[src/rtl/fixed_extractor_if.sv]
// Handshake bundle for fixed_extractor: wide fixed-point input stream and
// narrow integer output stream, each with valid/ready.
interface fixed_extractor_if #(
  parameter int N = 61,
  parameter int W = 12
);
  logic         in_valid;
  logic         in_ready;
  logic [N-1:0] in_data;
  logic         out_valid;
  logic         out_ready;
  logic [W-1:0] out_data;

  // Block side: consumes the input stream, produces the output stream.
  modport slave (
    input  in_valid, in_data, out_ready,
    output in_ready, out_valid, out_data
  );

  // Environment side: produces input samples, consumes results.
  modport master (
    output in_valid, in_data, out_ready,
    input  in_ready, out_valid, out_data
  );
endinterface

[src/rtl/fixed_extractor.sv]
// fixed_extractor: rounds a wide signed fixed-point sample (F fractional bits)
// to a W-bit signed integer with saturation. Two-stage elastic pipeline:
// stage 1 holds the rounded (half-added) value, stage 2 holds the clamped
// result and drives the output directly. A sticky flag and a saturating
// counter record clamp events at the moment a sample enters stage 2.
module fixed_extractor #(
  parameter int N  = 61,
  parameter int F  = 19,
  parameter int W  = 12,
  parameter int CW = 16
) (
  input  logic              clk,
  input  logic              rst,
  fixed_extractor_if.slave  bus,
  input  logic              clr,
  output logic              sat,
  output logic [CW-1:0]     sat_cnt
);

  // Half an LSB of the output, at the widened N+1 precision.
  localparam logic signed [N:0] HALF   = (N+1)'(1) << (F-1);
  // Clamp limits compared at full precision, and their W-bit encodings.
  localparam logic signed [N:0] SAT_HI = (N+1)'((1 << (W-1)) - 1);
  localparam logic signed [N:0] SAT_LO = -SAT_HI - (N+1)'(1);
  localparam logic [W-1:0]      OUT_MAX = {1'b0, {(W-1){1'b1}}};
  localparam logic [W-1:0]      OUT_MIN = {1'b1, {(W-1){1'b0}}};
  localparam logic [CW-1:0]     CNT_MAX = {CW{1'b1}};

  logic                init_q, init_d;
  logic                s1_valid_q, s1_valid_d;
  logic signed [N:0]   s1_q, s1_d;
  logic                s2_valid_q, s2_valid_d;
  logic [W-1:0]        s2_data_q, s2_data_d;
  logic                sat_q, sat_d;
  logic [CW-1:0]       sat_cnt_q, sat_cnt_d;

  logic                adv2;
  logic                in_ready;
  logic                in_fire;
  logic                out_fire;
  logic                hit;
  logic                sat_hit;
  logic signed [N:0]   r;
  logic signed [N:0]   q;
  logic [W-1:0]        clamped;

  // Datapath: add half (one extra bit so it never overflows), then floor
  // via arithmetic shift and clamp to the W-bit signed range.
  always_comb begin
    r       = $signed({bus.in_data[N-1], bus.in_data}) + HALF;
    q       = s1_q >>> F;
    hit     = 1'b0;
    clamped = q[W-1:0];
    if (q > SAT_HI) begin
      clamped = OUT_MAX;
      hit     = 1'b1;
    end else if (q < SAT_LO) begin
      clamped = OUT_MIN;
      hit     = 1'b1;
    end
  end

  // Flow control: stage 1 moves into stage 2 whenever stage 2 is empty or
  // draining this cycle; input is accepted whenever stage 1 will be free.
  always_comb begin
    adv2     = s1_valid_q && (!s2_valid_q || bus.out_ready);
    in_ready = init_q && (!s1_valid_q || adv2);
    in_fire  = bus.in_valid && in_ready;
    out_fire = s2_valid_q && bus.out_ready;
    sat_hit  = adv2 && hit;
  end

  assign bus.in_ready  = in_ready;
  assign bus.out_valid = s2_valid_q;
  assign bus.out_data  = s2_data_q;
  assign sat           = sat_q;
  assign sat_cnt       = sat_cnt_q;

  // Next-state for both pipeline stages and the saturation statistics.
  always_comb begin
    init_d     = 1'b1;
    s1_valid_d = s1_valid_q;
    s1_d       = s1_q;
    s2_valid_d = s2_valid_q;
    s2_data_d  = s2_data_q;
    sat_d      = sat_q;
    sat_cnt_d  = sat_cnt_q;

    if (in_fire) begin
      s1_d       = r;
      s1_valid_d = 1'b1;
    end else if (adv2) begin
      s1_valid_d = 1'b0;
    end

    if (adv2) begin
      s2_data_d  = clamped;
      s2_valid_d = 1'b1;
    end else if (out_fire) begin
      s2_valid_d = 1'b0;
    end

    // A new event in the same cycle as clr wins: count restarts at one.
    if (sat_hit) begin
      sat_d = 1'b1;
      if (clr) begin
        sat_cnt_d = CW'(1);
      end else if (sat_cnt_q != CNT_MAX) begin
        sat_cnt_d = sat_cnt_q + CW'(1);
      end
    end else if (clr) begin
      sat_d     = 1'b0;
      sat_cnt_d = '0;
    end
  end

  // State registers; reset discards any samples in flight.
  always_ff @(posedge clk or negedge rst) begin
    if (!rst) begin
      init_q     <= 1'b0;
      s1_valid_q <= 1'b0;
      s1_q       <= '0;
      s2_valid_q <= 1'b0;
      s2_data_q  <= '0;
      sat_q      <= 1'b0;
      sat_cnt_q  <= '0;
    end else begin
      init_q     <= init_d;
      s1_valid_q <= s1_valid_d;
      s1_q       <= s1_d;
      s2_valid_q <= s2_valid_d;
      s2_data_q  <= s2_data_d;
      sat_q      <= sat_d;
      sat_cnt_q  <= sat_cnt_d;
    end
  end

endmodule
[src/flat_wrapper.sv]
// flat-port wrapper written by rule: the top's interface ports become plain ports
module fixed_extractor_flat 
#(
  parameter int N  = 61,
  parameter int F  = 19,
  parameter int W  = 12,
  parameter int CW = 16
)
  (clk, rst, clr, sat, sat_cnt, bus_in_valid, bus_in_data, bus_out_ready, bus_in_ready, bus_out_valid, bus_out_data);
  fixed_extractor_if #(.N(N), .W(W)) bus_i ();
  input  logic clk;
  input  logic rst;
  input  logic clr;
  output logic sat;
  output logic [CW-1:0] sat_cnt;
  input wire logic [$bits(bus_i.in_valid)-1:0] bus_in_valid;
  input wire logic [$bits(bus_i.in_data)-1:0] bus_in_data;
  input wire logic [$bits(bus_i.out_ready)-1:0] bus_out_ready;
  output wire logic [$bits(bus_i.in_ready)-1:0] bus_in_ready;
  output wire logic [$bits(bus_i.out_valid)-1:0] bus_out_valid;
  output wire logic [$bits(bus_i.out_data)-1:0] bus_out_data;
  assign bus_i.in_valid = bus_in_valid;
  assign bus_i.in_data = bus_in_data;
  assign bus_i.out_ready = bus_out_ready;
  assign bus_in_ready = bus_i.in_ready;
  assign bus_out_valid = bus_i.out_valid;
  assign bus_out_data = bus_i.out_data;
  fixed_extractor #(.N(N), .F(F), .W(W), .CW(CW)) u_core (.clk(clk), .rst(rst), .bus(bus_i), .clr(clr), .sat(sat), .sat_cnt(sat_cnt));
endmodule
[config.mk]
export PLATFORM = sky130hd
export DESIGN_NAME = fixed_extractor_flat
export DESIGN_NICKNAME = d
export VERILOG_FILES = /design/src/rtl/fixed_extractor_if.sv /design/src/rtl/fixed_extractor.sv /design/src/flat_wrapper.sv
export SDC_FILE = /design/constraint.sdc
export NUM_CORES = 1
export LEC_CHECK = 0
export BUFFER_PORTS_ARGS = -buffer_cell sky130_fd_sc_hd__buf_4
export CORE_ASPECT_RATIO = 1.5
export CORE_MARGIN = 1.5
export CORE_UTILIZATION = 49
export DETAILED_ROUTE_END_ITERATION = 16
export PLACE_DENSITY = 0.73
export SLEW_MARGIN = 20
export SYNTH_ARGS = -nofsm -noshare
export SYNTH_HDL_FRONTEND = slang
export SYNTH_SLANG_ARGS = --single-unit
[constraint.sdc]
create_clock -name clk -period 2.3 [get_ports clk]
set_clock_uncertainty 0.2 [all_clocks]
set_input_delay 0.46 -clock clk [delete_from_list [all_inputs] [get_ports clk]]
set_output_delay 0.46 -clock clk [all_outputs]
set_load 0.01 [all_outputs]
==> results.tsv, run 1 <==
metric	value	unit
gpl congestion	0.867	
initial antenna violation count	0	
largest net degree at the start of global routing	45	
Ys Warns	0	
Die H	117	um
critical path type	reg -> reg	
dpl ws	-315	ps
CP endpoint kind	flip-flop	
Register-to-Register Path Depth	6	
area delta synth->final	34.7	%
row count	41	
count leader, synth	dfrtp_1	
CTS sink count	75	
first-pass GRT wire length	19000	um
CTS Buf Count	9	
CTS clk-pin slew, worst paths	60	ps
drt wl/cell	15.4	um
fin util	0.682	
post-route clock period utilization	0.979	
DR vias	4165	
Hold Path Cell Cnt	3	
status	complete, no violations	
max_slew headroom	0.493	
RSZ-0062 raised after global routing	true	
Post-Syn Instances	494	
hold endpoint	u_core.s1_q[58]	
startpoint types	flip-flop	
worst vdd ir	487	uV
drt via density	5.71	
Synth Register Bits	75	
total gr overflow	0	
Top-Level Pins	97	
final hold violations	0	
CTS tree	done	
Residual DRC	0	
R2R setup slack	50	ps
setup ws final	48.3	ps
core area	0.00846	mm2
CP arrival	2280	ps
WP data required	2330	ps
DRT Wirelength	11300	um
CP Max Fanout	7	
Syn Area/Cell	8.67	um2
die width	79.3	um
IO buf count	78	
Setup violations, final	0	
Final ANT Viol Nets	0	
minimum clock period	2250	ps
Global Route Usage Sum	0.259	
final instance area	0.00577	mm2
pwr/cell area	657	mW/mm2
Worst Max-Slew Pin Slew	760	ps
DP HPWL	8680	um
post-synthesis sequential area ratio	0.438	
mapped cell area	0.00428	mm2
Starting Density	0.506	
H-tree depth	3	
Synth top area share	0.438	
layout cells sized above 1	0.295	
syn nets	562	
worst hold start	bus_in_data[58]	
Diodes inserted	0	
ys async rst share	1.00	
top area cells in the synthesized netlist	dfrtp_1 (44%), nand2_1 (5.4%), o21ai_0 (4.7%)	
Final nets	686	
Max Cap Viol	0	
clock latency on the worst-skew pair	340	ps
Yosys top cell by area	dfrtp_1	
vias in the first global route	4167	
EDFF count, synth	0	
Main synth FF type	dfrtp_1	
Post-synth top cells	dfrtp_1 (75), nand2_1 (62), o21ai_0 (40), nor2_1 (34), nand3_1 (32)	
fmax	0.444	GHz
Die Area	0.00932	mm2
CTS Buffer Depth	2	
Hold Crit Class	in -> reg	
Detailed Routing Iterations Pass 1	5	
reg-to-reg critical path startpoint	u_core.s1_q[53]	
synth unique cells	41	
dpl cell area	0.00539	mm2
Static Leak	2.48	nW
First DRT Iteration DRCs	200	
Post-CTS Setup Repair Bufs	0	
RR Endpoint	u_core.sat_cnt[6]	
Root Driver	clkbuf_16	
fin. max-slew vios	0	
==> worst max-delay path, stage by stage (launching register included) <==
cell and delay, ps:
dfrtp_1 400, nor4_1 90, and4_2 270, a211o_1 340, buf_4 190, a211oi_1 280, mux2_2 360
==> per-layer routing <==
metal | vias to the layer above | routed length (um) | global-route usage
met2 | 114 | 6310 | 0.478
met3 | 18 | 380 | 0.0434
met4 | 0 | 199 | 0.103
met5 | - | 0 | 0
met1 | 1971 | 4370 | 0.287
li1 | 2062 | - | -
==> cell families after synthesis <==
family	synth area share
buffers and inverters	0.0313
XOR/XNOR	0.0655
adder cells (fa/ha/maj)	0.00584
AO/OA/AOI/OAI	0.144
multiplexers	0.0342
AND/OR/NAND/NOR	0.280
other	0.000876
flip-flops	0.438
==> registers in the layout (all words and copies together), names as in the netlist <==
name,flops
u_core.bus.out_data,12
u_core.bus.out_valid,1
u_core.init_q,1
u_core.s1_q,43
u_core.s1_valid_q,1
u_core.sat,1
u_core.sat_cnt,16
==> how the worst max path moves through the flow <==
stage	end	slack [ps]	start
global placement	u_core.s1_q[55]	-260	bus_in_data[29]
floorplan	u_core.sat_cnt[12]	-30	u_core.sat_cnt[0]
detailed placement	u_core.s1_q[55]	-310	bus_in_data[29]
CTS	u_core.s1_q[55]	40	bus_in_data[29]
finish	u_core.sat_cnt[6]	50	u_core.s1_q[53]
global route	u_core.bus.out_data[10]	-20	u_core.s1_q[41]
==> report_power, final <==
part	internal, W	switching (W)	total, W
clock	0.000902	0.000552	0.00145
sequential	0.00150	0.000135	0.00164
combinational	0.000341	0.000359	0.000700
==> final cells by class <==
class                      instances  area (um2)
tap                              107         134
timing repair buffer             141        1090
sequential                        75        1880
inverter                           7        26.3
multi-input combinational        384        2330
clock inverter                     5        60.1
fill                             726        2700
clock buffer                      11         253
==> layout by cell type, fill, tap and decap left out, drive strengths merged, types with 11 or more instances in the layout <==
| master | instances |
|---|---|
| buf | 140 |
| nand3 | 32 |
| mux2 | 13 |
| a21oi | 28 |
| and3 | 13 |
| xor2 | 16 |
| clkbuf | 11 |
| nor2b | 12 |
| dfrtp | 75 |
| o21ai | 40 |
| and4 | 11 |
| nand2 | 62 |
| xnor2 | 16 |
| nor4 | 20 |
| nand4 | 17 |
| nor2 | 34 |
==> metrics by stage <==
step	power, W	instances	hold slack (ps)	setup TNS, ps
floorplan	0.00196	494	-35.6	-57.1
global placement	0.00232	713	266	-1430
detailed placement	0.00235	713	271	-2150
CTS	0.00381	730	201	0
global route	0.00397	730	225	-53.5
finish	0.00379	730	203	0
==> what timing repair did <==
action                                 4_1_cts  5_1_grt
hold buffers                                 1        0
endpoints found under the hold margin       38        0
setup endpoints to repair                    1        9
pin swaps                                    0        1
gates resized for setup                      3        9
(Power assumes the default switching activity.)
==> inputs of run 2 (changes only) <==
- CORE_UTILIZATION: 49 -> 30
- PLACE_DENSITY: 0.73 -> 0.48
==> run 2 against run 1 <==
Non-clock buffer count is 11 higher. Power is 1.8% higher. Sequential cell count stayed put. Setup slack worse by 21 ps. Global-route usage is 8.1 points lower. First-iteration DRC count is 28% lower. Sequential power hardly changed. Via count is 2.0% lower. Clock power is 3% higher. Worst hold slack better by 10 ps. Combinational power is 6.7% higher. Highest routed layer unchanged.
==> results.tsv, run 2 (synthesized netlist as in run 1, its figures left out) <==
metric	value	unit	change
DP HPWL	9510	um	was 8680 um
largest net degree at the start of global routing	76		was 45
Residual DRC	0		unchanged
Largest register FFs	43		unchanged
CP endpoint kind	flip-flop		unchanged
vias in the first global route	4075		was 4167
drt wl/cell	15.1	um	was 15.4 um
non-filler cells, final	826		was 730
Static Leak	2.55	nW	was 2.48 nW
First DRT Iteration DRCs	143		was 200
status	complete, no violations		unchanged
CTS Buf Count	9		unchanged
setup ws final	27.0	ps	was 48.3 ps
first-pass GRT wire length	20500	um	was 19000 um
die width	101	um	was 79.3 um
max_slew headroom	0.473		was 0.493
IO buf count	78		unchanged
layout cells sized above 1	0.308		was 0.295
minimum clock period	2270	ps	was 2250 ps
Root Driver	clkbuf_16		unchanged
Worst Max-Slew Pin Slew	791	ps	was 760 ps
CP max stage cell	a2111oi_1		was dfrtp_1
CP peak stage delay	490	ps	was 400 ps
most frequent cells in the layout	buf_4 (148), dfrtp_1 (75), nand2_1 (61)		was buf_4 (138), dfrtp_1 (75), nand2_1 (61)
most flop-heavy register	u_core.s1_q		unchanged
Top-Level Pins	97		unchanged
Tot Pwr	0.00386	W	was 0.00379 W
startpoint types	flip-flop		unchanged
gpl congestion	0.822		was 0.867
area delta synth->final	40.0	%	was 34.7%
clock latency on the worst-skew pair	340	ps	about the same
dpl cell area	0.00559	mm2	was 0.00539 mm2
RSZ-0062 raised after global routing	true		unchanged
initial antenna violation count	0		unchanged
final hold violations	0		unchanged
final instance area	0.00599	mm2	was 0.00577 mm2
Hold Crit Class	in -> reg		unchanged
H-tree depth	3		unchanged
dpl ws	-270	ps	was -315 ps
placed instance count	809		was 713
CTS clk-pin slew, worst paths	60	ps	about the same
core area	0.0140	mm2	was 0.00846 mm2
WP data required	2330	ps	about the same
DR vias	4080		was 4165
Diodes inserted	0		unchanged
CTS tree	done		unchanged
pwr/cell area	644	mW/mm2	was 657 mW/mm2
critical path type	reg -> reg		unchanged
Starting Density	0.306		was 0.506
drt via density	4.94		was 5.71
Final nets	697		was 686
Post-CTS Setup Repair Bufs	0		unchanged
total gr overflow	0		unchanged
worst vdd ir	375	uV	was 487 uV
CP arrival	2300	ps	was 2280 ps
Setup violations, final	0		unchanged
Die H	149	um	was 117 um
fin. max-slew vios	0		unchanged
Detailed Routing Iterations Pass 1	4		was 5
crit-path cells	nor4_1 -> buf_4 -> and4_1 -> a211o_1 -> a2111oi_1 -> mux2_2		was nor4_1 -> and4_2 -> a211o_1 -> buf_4 -> a211oi_1 -> mux2_2
Max Cap Viol	0		unchanged
CTS Buffer Depth	2		unchanged
CP Max Fanout	4		was 7
DRT Wirelength	12400	um	was 11300 um
Die Area	0.0150	mm2	was 0.00932 mm2
Global Route Usage Sum	0.177		was 0.259
post-route clock period utilization	0.988		was 0.979
commonest non-fill, non-tap cell in the layout	buf_4		unchanged
row count	53		was 41
CTS sink count	75		unchanged
Final ANT Viol Nets	0		unchanged
fmax	0.440	GHz	was 0.444 GHz
==> run 2: cell types whose count changed in the layout (fill, tap and decap cells not counted), moves of 2 or more <==
cell       delta
buf_4        +10
a211oi_1      -3
a211oi_2      +3
a2111oi_1     +2
a2111oi_2     -2
clkbuf_1      +2
clkbuf_8      -2
o21ai_0       -2
o21ai_1       +2
==> run 2: final timing paths <==
path / startpoint / slack, ps / to / cells after the start
min in group asynchronous: rst / 480 / u_core.sat_cnt[8] / 3
max: u_core.s1_q[57] / 30 / u_core.sat_cnt[12] / 6
min reg2reg: u_core.bus.out_data[11] / 280 / u_core.bus.out_data[11] / 2
min: bus_in_data[58] / 210 / u_core.s1_q[58] / 3
max in group asynchronous: rst / 1090 / u_core.s1_q[26] / 3
max reg2reg: u_core.s1_q[57] / 30 / u_core.sat_cnt[12] / 6
==> run 2: repair_timing <==
item,4_1_cts,5_1_grt
endpoints found under the hold margin,75,0
resized for setup,2,15
setup endpoints to repair,7,23
hold buffers,1,0
gates cloned,0,0
pin swaps,0,2
==> run 2: layout make-up <==
class / count / area, um2
clock buffers: 11 / 233
clock inverters: 5 / 77.6
fillers: 1417 / 8000
inverters: 7 / 26.3
multi-input cells: 384 / 2360
flip-flops and latches: 75 / 1880
well taps: 192 / 240
repair buffers: 152 / 1180
==> run 2: worst max-delay path: cells and delay by family (launching register included) <==
| family | cells | cell delay (ps) |
|---|---|---|
| compound gates | 2 | 830 |
| buf+inv | 1 | 140 |
| simple gates | 2 | 240 |
| flops | 1 | 370 |
| mux | 1 | 380 |
==> run 2: power breakdown <==
part / internal (W) / switching (W)
sequential: 0.00150 / 0.000124
clock: 0.000946 / 0.000540
combinational: 0.000364 / 0.000383
==> run 2: per-layer routing <==
metal / part of all wire / track usage / vias to the layer above
li1: - / - / 2073
met1: 0.39 / 0.199 / 1923
met2: 0.55 / 0.332 / 71
met3: 0.034 / 0.0272 / 13
met4: 0.017 / 0.0683 / 0
met5: 0 / 0 / -
==> run 2: per-stage QoR <==
step	utilization	TNS [ps]	hold slack (ps)
3_3_place_gp	0.400	-1570	269
2_1_floorplan	-	-57.1	-35.6
3_5_place_dp	0.400	-1820	273
6_report	0.428	0	213
5_1_grt	0.428	-172	221
4_1_cts	0.423	-21.1	197
==> inputs of run 3 (changes only) <==
- CORE_MARGIN: 1.5 -> 4
- CORE_UTILIZATION: 30 -> 49
- PLACE_DENSITY: 0.48 -> 0.73
==> run 3 against run 2 <==
Clock-buffer cell count grew 1. Worst hold slack lost 7.1 ps. Critical path depth shrank 1. Register-to-register slack gained 40 ps. Power shrank 2.3%. First-iteration DRC count grew 48%. Sequential share of layout area grew 1.2 points. Final area shrank 3.8%. Core utilization grew 25 points. Critical path type unchanged. Critical endpoint is now u_core.sat_cnt[13]. Largest cell class unchanged.
==> results.tsv, run 3 (synthesized netlist as in run 1, its figures left out) <==
metric	value	unit	change
CP arrival	2260	ps	was 2300 ps
Worst Max-Slew Pin Slew	788	ps	was 791 ps
CTS sink count	75		unchanged
Global Route Usage Sum	0.237		was 0.177
CP endpoint kind	flip-flop		unchanged
crit-path cells	nor4_2 -> and4_1 -> a211o_1 -> a2111oi_2 -> mux2_2		was nor4_1 -> buf_4 -> and4_1 -> a211o_1 -> a2111oi_1 -> mux2_2
pwr/cell area	654	mW/mm2	was 644 mW/mm2
layout cells sized above 1	0.298		was 0.308
status	complete, no violations		unchanged
CP top delay family	compound AO/OA/AOI/OAI gates		unchanged
RSZ-0062 raised after global routing	true		unchanged
CTS tree	done		unchanged
drt wl/cell	16.2	um	was 15.1 um
Starting Density	0.506		was 0.306
CTS Buf Count	9		unchanged
Largest register FFs	43		unchanged
drt via density	5.77		was 4.94
DR vias	4216		was 4080
met3 usage	0.0497		was 0.0272
Root Driver	clkbuf_16		unchanged
Die H	122	um	was 149 um
clock latency on the worst-skew pair	340	ps	about the same
Post-CTS Setup Repair Bufs	0		unchanged
critical path type	reg -> reg		unchanged
commonest non-fill, non-tap cell in the layout	buf_4		unchanged
post-route clock period utilization	0.973		was 0.988
vias in the first global route	4218		was 4075
first-pass GRT wire length	19400	um	was 20500 um
WP data required	2320	ps	was 2330 ps
minimum clock period	2240	ps	was 2270 ps
Fill cells	711		was 1417
CTS clk-pin slew, worst paths	60	ps	about the same
DRT Wirelength	11800	um	was 12400 um
most flop-heavy register	u_core.s1_q		unchanged
gpl congestion	0.867		was 0.822
fmax	0.447	GHz	was 0.440 GHz
Tot Pwr	0.00377	W	was 0.00386 W
worst vdd ir	448	uV	was 375 uV
Setup violations, final	0		unchanged
IO buf count	78		unchanged
fin. max-slew vios	0		unchanged
area delta synth->final	34.7	%	was 40.0%
die width	84.3	um	was 101 um
row count	41		was 53
final hold violations	0		unchanged
DP HPWL	9040	um	was 9510 um
Final nets	687		was 697
most frequent cells in the layout	buf_4 (140), dfrtp_1 (75), nand2_1 (61)		was buf_4 (148), dfrtp_1 (75), nand2_1 (61)
Residual DRC	0		unchanged
Die Area	0.0103	mm2	was 0.0150 mm2
Top-Level Pins	97		unchanged
WP buf/inv	0		was 1
total gr overflow	0		unchanged
initial antenna violation count	0		unchanged
CP Max Fanout	4		unchanged
core area	0.00846	mm2	was 0.0140 mm2
Diodes inserted	0		unchanged
startpoint types	flip-flop		unchanged
Hold Crit Class	in -> reg		unchanged
Max Cap Viol	0		unchanged
GR Util met2	0.448		was 0.332
max_slew headroom	0.475		was 0.473
CP peak stage delay	520	ps	was 490 ps
Hold Slack	206	ps	was 213 ps
CP max stage cell	a2111oi_2		was a2111oi_1
Detailed Routing Iterations Pass 1	5		was 4
Final ANT Viol Nets	0		unchanged
CTS Buffer Depth	2		unchanged
GRT Max-Usage Layer	met2		unchanged
First DRT Iteration DRCs	212		was 143
H-tree depth	3		unchanged
largest net degree at the start of global routing	50		was 76
GR Layer Usage met1	0.246		was 0.199
Static Leak	2.48	nW	was 2.55 nW
-- run 3: cell count changes in the layout (fill, tap and decap cells not counted), sizes merged --
| cell | delta |
|---|---|
| clkbuf | +1 |
| bufinv | -1 |
| buf | -10 |
| clkinvlp | -1 |
| clkinv | +1 |
-- run 3: power by group --
| group | switching (W) | leakage, nW | internal, W |
|---|---|---|---|
| registers | 0.000135 | 0.919 | 0.00150 |
| clock network | 0.000538 | 0.153 | 0.000897 |
| logic | 0.000364 | 1.41 | 0.000336 |
| total | 0.00104 | 2.48 | 0.00274 |
-- run 3: final timing paths --
check / startpoint / endpoint / slack (ps) / depth (start not counted)
worst max register to register: u_core.s1_q[40] / u_core.sat_cnt[13] / 60 / 5
worst min register to register: u_core.s1_q[19] / u_core.s1_q[19] / 280 / 2
worst max-delay path: u_core.s1_q[40] / u_core.sat_cnt[13] / 60 / 5
min in group asynchronous: rst / u_core.sat_cnt[8] / 380 / 2
worst min-delay path: bus_in_data[60] / u_core.s1_q[61] / 210 / 3
max in group asynchronous: rst / u_core.s1_q[28] / 950 / 3
-- run 3: worst register-to-register path: stages, from the launching register on --
cell	delay [ps]
dfrtp_1	380
nor4_2	70
and4_1	210
a211o_1	360
a2111oi_2	520
mux2_2	390
-- run 3: timing repair --
action / 4_1_cts / 5_1_grt
endpoints found under the setup margin: 1 / 12
resized for setup: 2 / 13
hold buffers: 1 / 0
hold endpoints to repair: 26 / 0
-- run 3: cell type report --
class                   instances  area [um2]  share of cell area
well taps                     107         134              0.0232
clock inverters                 4        48.8             0.00846
inverters                       7        26.3             0.00456
flip-flops and latches         75        1880               0.325
multi-input cells             384        2340               0.407
clock buffers                  12         256              0.0445
repair buffers                142        1080               0.187
-- run 3: metal layers --
layer  share of wire  vias to the layer above
met1            0.36                     1984
met5               0                        -
met3           0.049                       39
met4           0.044                        0
li1                -                     2054
met2            0.54                      139
-- run 3: metrics by stage --
stage / instances / instance area [um2] / setup TNS (ps) / setup slack, ps / utilization
floorplan: 494 / 4300 / -57.1 / -28.8 / -
global placement: 714 / 5390 / -1550 / -232 / 0.637
detailed placement: 714 / 5390 / -2260 / -276 / 0.637
CTS: 731 / 5710 / 0 / 23.6 / 0.675
global route: 731 / 5770 / -18.8 / -18.5 / 0.681
finish: 731 / 5770 / 0 / 63.0 / 0.681
